### src/rtl/intram_arbiter.sv
// ---------------------------------------------------------------------------
// intram_arbiter
//
// Two-requester arbiter and sequencer for the 2K x 8 single-port internal
// block RAM. Port 0 is the GbE receive writer side and port 1 is the LCD
// readout side; either port may read or write. Arbitration is round-robin
// with an optional burst lock that is forcibly released after LOCK_MAX beats.
//
// Optional feature macro: INTRAM_ARB_STATS_EN
//   When defined, adds saturating beat counters per port (p0_cnt, p1_cnt)
//   and a stall counter (stall_cnt). Arbitration is identical either way.
//
// Ports:
//   clk, reset_n              system clock, synchronous active-low reset
//   pX_req/we/lock/addr/wdata requester X beat request, write flag,
//                             keep-ownership flag, address, write data
//   pX_gnt                    requester X beat accepted this cycle
//   pX_rvalid, pX_rdata       registered read-return strobe and data
//   ram_ce, ram_oce, ram_wre  RAM clock enable, output enable (tied 1),
//                             write enable
//   ram_reset                 RAM output register reset (= ~reset_n)
//   ram_ad, ram_din           RAM address and write data
//   ram_dout                  RAM read data, valid one cycle after access
//   p0_cnt, p1_cnt, stall_cnt statistics (INTRAM_ARB_STATS_EN only)
// ---------------------------------------------------------------------------
module intram_arbiter #(
    parameter int AW       = 11,
    parameter int DW       = 8,
    parameter int LOCK_MAX = 64
) (
    input  logic          clk,
    input  logic          reset_n,
    input  logic          p0_req,
    input  logic          p0_we,
    input  logic          p0_lock,
    input  logic [AW-1:0] p0_addr,
    input  logic [DW-1:0] p0_wdata,
    output logic          p0_gnt,
    output logic          p0_rvalid,
    output logic [DW-1:0] p0_rdata,
    input  logic          p1_req,
    input  logic          p1_we,
    input  logic          p1_lock,
    input  logic [AW-1:0] p1_addr,
    input  logic [DW-1:0] p1_wdata,
    output logic          p1_gnt,
    output logic          p1_rvalid,
    output logic [DW-1:0] p1_rdata,
    output logic          ram_ce,
    output logic          ram_oce,
    output logic          ram_wre,
    output logic          ram_reset,
    output logic [AW-1:0] ram_ad,
    output logic [DW-1:0] ram_din,
    input  logic [DW-1:0] ram_dout
`ifdef INTRAM_ARB_STATS_EN
    ,
    output logic [15:0]   p0_cnt,
    output logic [15:0]   p1_cnt,
    output logic [15:0]   stall_cnt
`endif
);

    typedef enum logic [1:0] {
        IDLE = 2'd0,
        OWN0 = 2'd1,
        OWN1 = 2'd2
    } state_t;

    localparam logic [7:0] LOCK_MAX_C = 8'(LOCK_MAX);

    state_t     state;
    logic       last_winner;
    logic [7:0] lock_cnt;
    logic [7:0] lock_cnt_inc;
    logic       rvalid0_q;
    logic       rvalid1_q;
    logic       gnt0;
    logic       gnt1;
    logic       acc0;
    logic       acc1;

    // Grant decision. Grants are combinational from the requests and the
    // registered state so a beat can be accepted every cycle. While reset is
    // asserted nothing is granted. In IDLE a contested cycle goes to the
    // port that did not win the last accepted beat; in OWNx only the owner
    // can be granted, so the other port waits even if it is requesting.
    always_comb begin
        gnt0 = 1'b0;
        gnt1 = 1'b0;
        if (reset_n) begin
            case (state)
                IDLE: begin
                    if (p0_req && p1_req) begin
                        gnt0 = last_winner;
                        gnt1 = ~last_winner;
                    end else begin
                        gnt0 = p0_req;
                        gnt1 = p1_req;
                    end
                end
                OWN0:    gnt0 = p0_req;
                OWN1:    gnt1 = p1_req;
                default: ;
            endcase
        end
    end

    assign acc0         = p0_req & gnt0;
    assign acc1         = p1_req & gnt1;
    assign lock_cnt_inc = lock_cnt + 8'd1;

    // Arbitration FSM, lock counter, last-winner tracking and the read
    // return tags. Any release back to IDLE happens at the end of the cycle,
    // so a port waiting behind a lock is granted on the following cycle.
    // On a forced release last_winner already names the owner (it just won
    // a beat), which hands the next contested cycle to the other port.
    always_ff @(posedge clk) begin
        if (!reset_n) begin
            state       <= IDLE;
            lock_cnt    <= 8'd0;
            last_winner <= 1'b1;
            rvalid0_q   <= 1'b0;
            rvalid1_q   <= 1'b0;
        end else begin
            rvalid0_q <= acc0 & ~p0_we;
            rvalid1_q <= acc1 & ~p1_we;

            if (acc0) begin
                last_winner <= 1'b0;
            end else if (acc1) begin
                last_winner <= 1'b1;
            end

            case (state)
                IDLE: begin
                    // A single-beat lock limit means the first locked beat
                    // already exhausts it, so ownership is never taken.
                    if (LOCK_MAX_C > 8'd1) begin
                        if (acc0 && p0_lock) begin
                            state    <= OWN0;
                            lock_cnt <= 8'd1;
                        end else if (acc1 && p1_lock) begin
                            state    <= OWN1;
                            lock_cnt <= 8'd1;
                        end
                    end
                end
                OWN0: begin
                    if (!p0_req) begin
                        state    <= IDLE;
                        lock_cnt <= 8'd0;
                    end else if (acc0) begin
                        if (!p0_lock || lock_cnt_inc >= LOCK_MAX_C) begin
                            state    <= IDLE;
                            lock_cnt <= 8'd0;
                        end else begin
                            lock_cnt <= lock_cnt_inc;
                        end
                    end
                end
                OWN1: begin
                    if (!p1_req) begin
                        state    <= IDLE;
                        lock_cnt <= 8'd0;
                    end else if (acc1) begin
                        if (!p1_lock || lock_cnt_inc >= LOCK_MAX_C) begin
                            state    <= IDLE;
                            lock_cnt <= 8'd0;
                        end else begin
                            lock_cnt <= lock_cnt_inc;
                        end
                    end
                end
                default: begin
                    state    <= IDLE;
                    lock_cnt <= 8'd0;
                end
            endcase
        end
    end

    // RAM-side mux. With no grant the port-0 address and data are presented
    // but the RAM is not enabled. Read data is shared by both ports and is
    // only meaningful while the matching rvalid is high; rvalid is masked by
    // reset so a read in flight when reset arrives never returns.
    assign p0_gnt    = gnt0;
    assign p1_gnt    = gnt1;
    assign ram_ce    = gnt0 | gnt1;
    assign ram_oce   = 1'b1;
    assign ram_wre   = (gnt0 & p0_we) | (gnt1 & p1_we);
    assign ram_reset = ~reset_n;
    assign ram_ad    = gnt1 ? p1_addr  : p0_addr;
    assign ram_din   = gnt1 ? p1_wdata : p0_wdata;
    assign p0_rvalid = rvalid0_q & reset_n;
    assign p1_rvalid = rvalid1_q & reset_n;
    assign p0_rdata  = ram_dout;
    assign p1_rdata  = ram_dout;

`ifdef INTRAM_ARB_STATS_EN
    logic stall_evt;

    assign stall_evt = (p0_req & ~gnt0) | (p1_req & ~gnt1);

    // Saturating statistics: accepted beats per port, and cycles in which at
    // least one requesting port was left without a grant.
    always_ff @(posedge clk) begin
        if (!reset_n) begin
            p0_cnt    <= 16'd0;
            p1_cnt    <= 16'd0;
            stall_cnt <= 16'd0;
        end else begin
            if (acc0 && p0_cnt != 16'hFFFF) begin
                p0_cnt <= p0_cnt + 16'd1;
            end
            if (acc1 && p1_cnt != 16'hFFFF) begin
                p1_cnt <= p1_cnt + 16'd1;
            end
            if (stall_evt && stall_cnt != 16'hFFFF) begin
                stall_cnt <= stall_cnt + 16'd1;
            end
        end
    end
`endif

endmodule
### config.mk
export PLATFORM = sky130hd
export DESIGN_NAME = intram_arbiter
export DESIGN_NICKNAME = d
export VERILOG_FILES = /design/src/rtl/intram_arbiter.sv
export SDC_FILE = /design/constraint.sdc
export NUM_CORES = 1
export LEC_CHECK = 0
export ABC_AREA = 1
export CORE_MARGIN = 5
export CORE_UTILIZATION = 32
export CTS_CLUSTER_DIAMETER = 60
export DETAILED_ROUTE_END_ITERATION = 16
export PLACE_DENSITY = 0.78
export REMOVE_ABC_BUFFERS = 1
export SYNTH_ARGS = -nofsm -noshare
export SYNTH_HDL_FRONTEND = slang
export SYNTH_SLANG_ARGS = --single-unit
### constraint.sdc
create_clock -name clk -period 1.75 [get_ports clk]
set_input_delay 0.35 -clock clk [delete_from_list [all_inputs] [get_ports clk]]
set_output_delay 0.35 -clock clk [all_outputs]
set_load 0.01 [all_outputs]
==> qor.tcl <==
set qor(outcome) {complete, no violations}
set qor(place_area_sq_um) 1970
set qor(met2RoutedLength_um) 1930
set qor(finalWirelength_um) 4010
set qor(vdd_drop_max_mv) 0.445
set qor(core.rowCount) 22
set qor(synth_top_family_by_area) {simple AND/OR/NAND/NOR gates}
set qor(fill_cells) 352
set qor(finalNetCount) 336
set qor(die_w_um) 70.3
set qor(synth-seq-area-share_pct) 22.4
set qor(critical_path_peak_fanout) 5
set qor(final_cell_mix) {sky130_fd_sc_hd__nand2_1 (68), sky130_fd_sc_hd__clkdlybuf4s50_1 (43), sky130_fd_sc_hd__buf_4 (23), sky130_fd_sc_hd__buf_2 (19)}
set qor(drt_drc_violations_left) 0
set qor(synth.lib_cells_used.distinct) 30
set qor(antenna_cells_inserted) 0
set qor(routability_congestion) 0.866
set qor(route.vias.total) 1458
set qor(numCtsBuffers) 3
set qor(yosys.area_share.simple_pct) 46.8
set qor(post_synth.cell_area_avg_sq_um) 5.91
set qor(worst_hold_path_cells) 2
set qor(yosys.area_share.xor_xnor_pct) 0
set qor(post-dp-hpwl_um) 3250
set qor(final_area_sq_um) 2060
set qor(fp.coreArea_sq_um) 3580
set qor(drt_first_iter_violations) 77
set qor(overflow) 0
set qor(pin_count) 97
set qor(max-cap-violations) 0
set qor(synthMuxAreaShare_pct) 0
set qor(ys_seq_elements) 13
set qor(floorplan.die_area_sq_um) 4940
set qor(setup_viol) 0
set qor(worst-setup-path-type) {reg2out}
set qor(hold_path.class) {reg2reg}
set qor(timing.critical_path.arrival_ps) 1390
set qor(synth_cells) 197
set qor(number_of_global_route_vias_before_repair) 1444
set qor(flow.area_growth_from_synthesis_pct) 76.9
set qor(timing_hold_violations_final) 0
set qor(finalMaxSlewViolations) 0
set qor(mappedNetlistArea_sq_um) 1160
set qor(layout_commonest_cell) {sky130_fd_sc_hd__nand2_1}
set qor(nature_of_the_critical_path_startpoint) {register}
set qor(drive_gt1_share_pct) 33.9
set qor(first_pass_grt_wire_length_um) 6110
set qor(rsz_0062_raised_after_global_routing) {yes}
set qor(path_clk_slew_ps) 80
set qor(rr_worst_depth) 12
set qor(global_route_usage_over_all_layers_pct) 15.4
set qor(leakagePower_nw) 1.07
set qor(grt_start_max_net_pins) 23
set qor(cts.hold.buffers_added) 0
set qor(tritoncts) {yes}
set qor(required_ps) 1400
set qor(report.power.total_mw) 1.75
set qor(clock_sinks) 13
set qor(wirelength_met1_um) 1360
set qor(post_route_setup_tns_ps) 0
set qor(powerDensity_nw_per_um2) 849
set qor(cell_at_the_root_of_the_clock_tree) {sky130_fd_sc_hd__clkbuf_4}
set qor(worstSetupEndpointType) {output pin}
set qor(clkLatencyLatePin_ps) 280
set qor(die_y_um) 70.3
set qor(postRouteAntennaNets) 0
set qor(detailedRoute.firstPassIterationCount) 4
set qor(grt_antenna_before_repair) 0
set qor(cts_buffer_depth) 2
set qor(cts_max_level) 1
set qor(synth_compound_area_share_pct) 9.25
set qor(drt-wirelength-per-cell_um) 12.2
set qor(synth_fa_ha_area_share_pct) 1.08
set qor(route.detailed.vias_per_inst) 4.45
set qor(placement.io_buffers) 71
set qor(minimum_clock_period_after_layout_ps) 1740
set qor(finalCritPeriodShare_pct) 99.5
set qor(fmaxAchievable_mhz) 574
set qor(initial_utilization_pct) 32.5
set qor(wl_met3_um) 712
set qor(synth-warning-count) 0
set qor(top_metal_layer_carrying_routed_signals) {met4}
set qor(final.setup_skew_ps) 0.452
[repair_timing]
action | in CTS | in global routing
setup endpoints to repair | 26 | 25
cloned | 2 | 0
pin swaps | 4 | 9
buffers inserted | 2 | 1
endpoints found under the hold margin | 0 | 0
gates resized for setup | 119 | 23
[layout make-up]
| class | count | area [sq um] | area share (%) |
|---|---|---|---|
| Clock buffer | 4 | 26.3 | 1.28 |
| Inverter | 19 | 83.8 | 4.07 |
| Multi-Input combinational cell | 143 | 741 | 36.0 |
| Sequential cell | 13 | 263 | 12.8 |
| Tap cell | 48 | 60.1 | 2.92 |
| Timing Repair Buffer | 101 | 885 | 43.0 |
[cells in the mapped netlist, drive strengths merged]
cell	count	area share [%]
a21oi	6	2.9
a22o	1	0.75
a31oi	1	0.54
buf	20	13
clkbuf	2	0.65
clkinv	1	0.75
conb	1	0.32
dfxtp	13	22
ha	1	1.1
inv	18	6.0
nand2	88	30
nand3	11	7.1
nand4	2	1.1
nor2	19	7.0
nor3	3	1.3
o21a	1	0.65
o21ai	5	2.2
o21bai	1	0.65
o22ai	3	1.6
[layer usage]
metal	vias to the layer above	GRT usage [%]
met2	77	26.5
met4	0	2.55
met5	-	0
met3	2	13.5
met1	620	13.6
li1	759	-
[power breakdown]
| part | internal, mW | leakage [nW] | switching, mW |
|---|---|---|---|
| Combinational | 0.544 | 0.947 | 0.559 |
| Sequential | 0.377 | 0.107 | 0.0707 |
| Clock | 0.0886 | 0.0150 | 0.108 |
[sequential cells by signal, indices dropped and copies added, names as in the netlist]
signal       cells
lock_cnt         8
state            2
last_winner      1
rvalid0_q        1
rvalid1_q        1
[logic make-up after synthesis]
logic type | Yosys count
AND/OR/NAND/NOR | 123
buffers and inverters | 41
AO/OA/AOI/OAI | 18
flip-flops | 13
adder cells (fa/ha/maj) | 1
other | 1
[worst paths after layout]
check | start | end | slack (ps)
worst max-delay path | state[0] | ram_wre | 9
worst max register to register | lock_cnt[0] | state[0] | 180
worst min-delay path | lock_cnt[7] | lock_cnt[7] | 510
worst min register to register | lock_cnt[7] | lock_cnt[7] | 510
[through the flow]
step,instances,hold slack (ps),util (%),worst slack [ps]
finish,328,510,57.5,9.17
global route,328,547,57.5,-58.4
CTS,327,507,55.0,-28.7
detailed placement,319,479,54.9,-677
global placement,319,478,54.9,-674
floorplan,175,422,-,-283
[critical path, stage by stage (launching register included)]
cell and delay (ps):
sky130_fd_sc_hd__dfxtp_2 330, sky130_fd_sc_hd__inv_2 70, sky130_fd_sc_hd__nand2_4 60, sky130_fd_sc_hd__nor2_4 110, sky130_fd_sc_hd__nand2_4 80, sky130_fd_sc_hd__inv_4 90, sky130_fd_sc_hd__buf_6 110, sky130_fd_sc_hd__a22o_1 120
sky130_fd_sc_hd__buf_2 130
No activity file was read; power rests on OpenSTA's default activity.
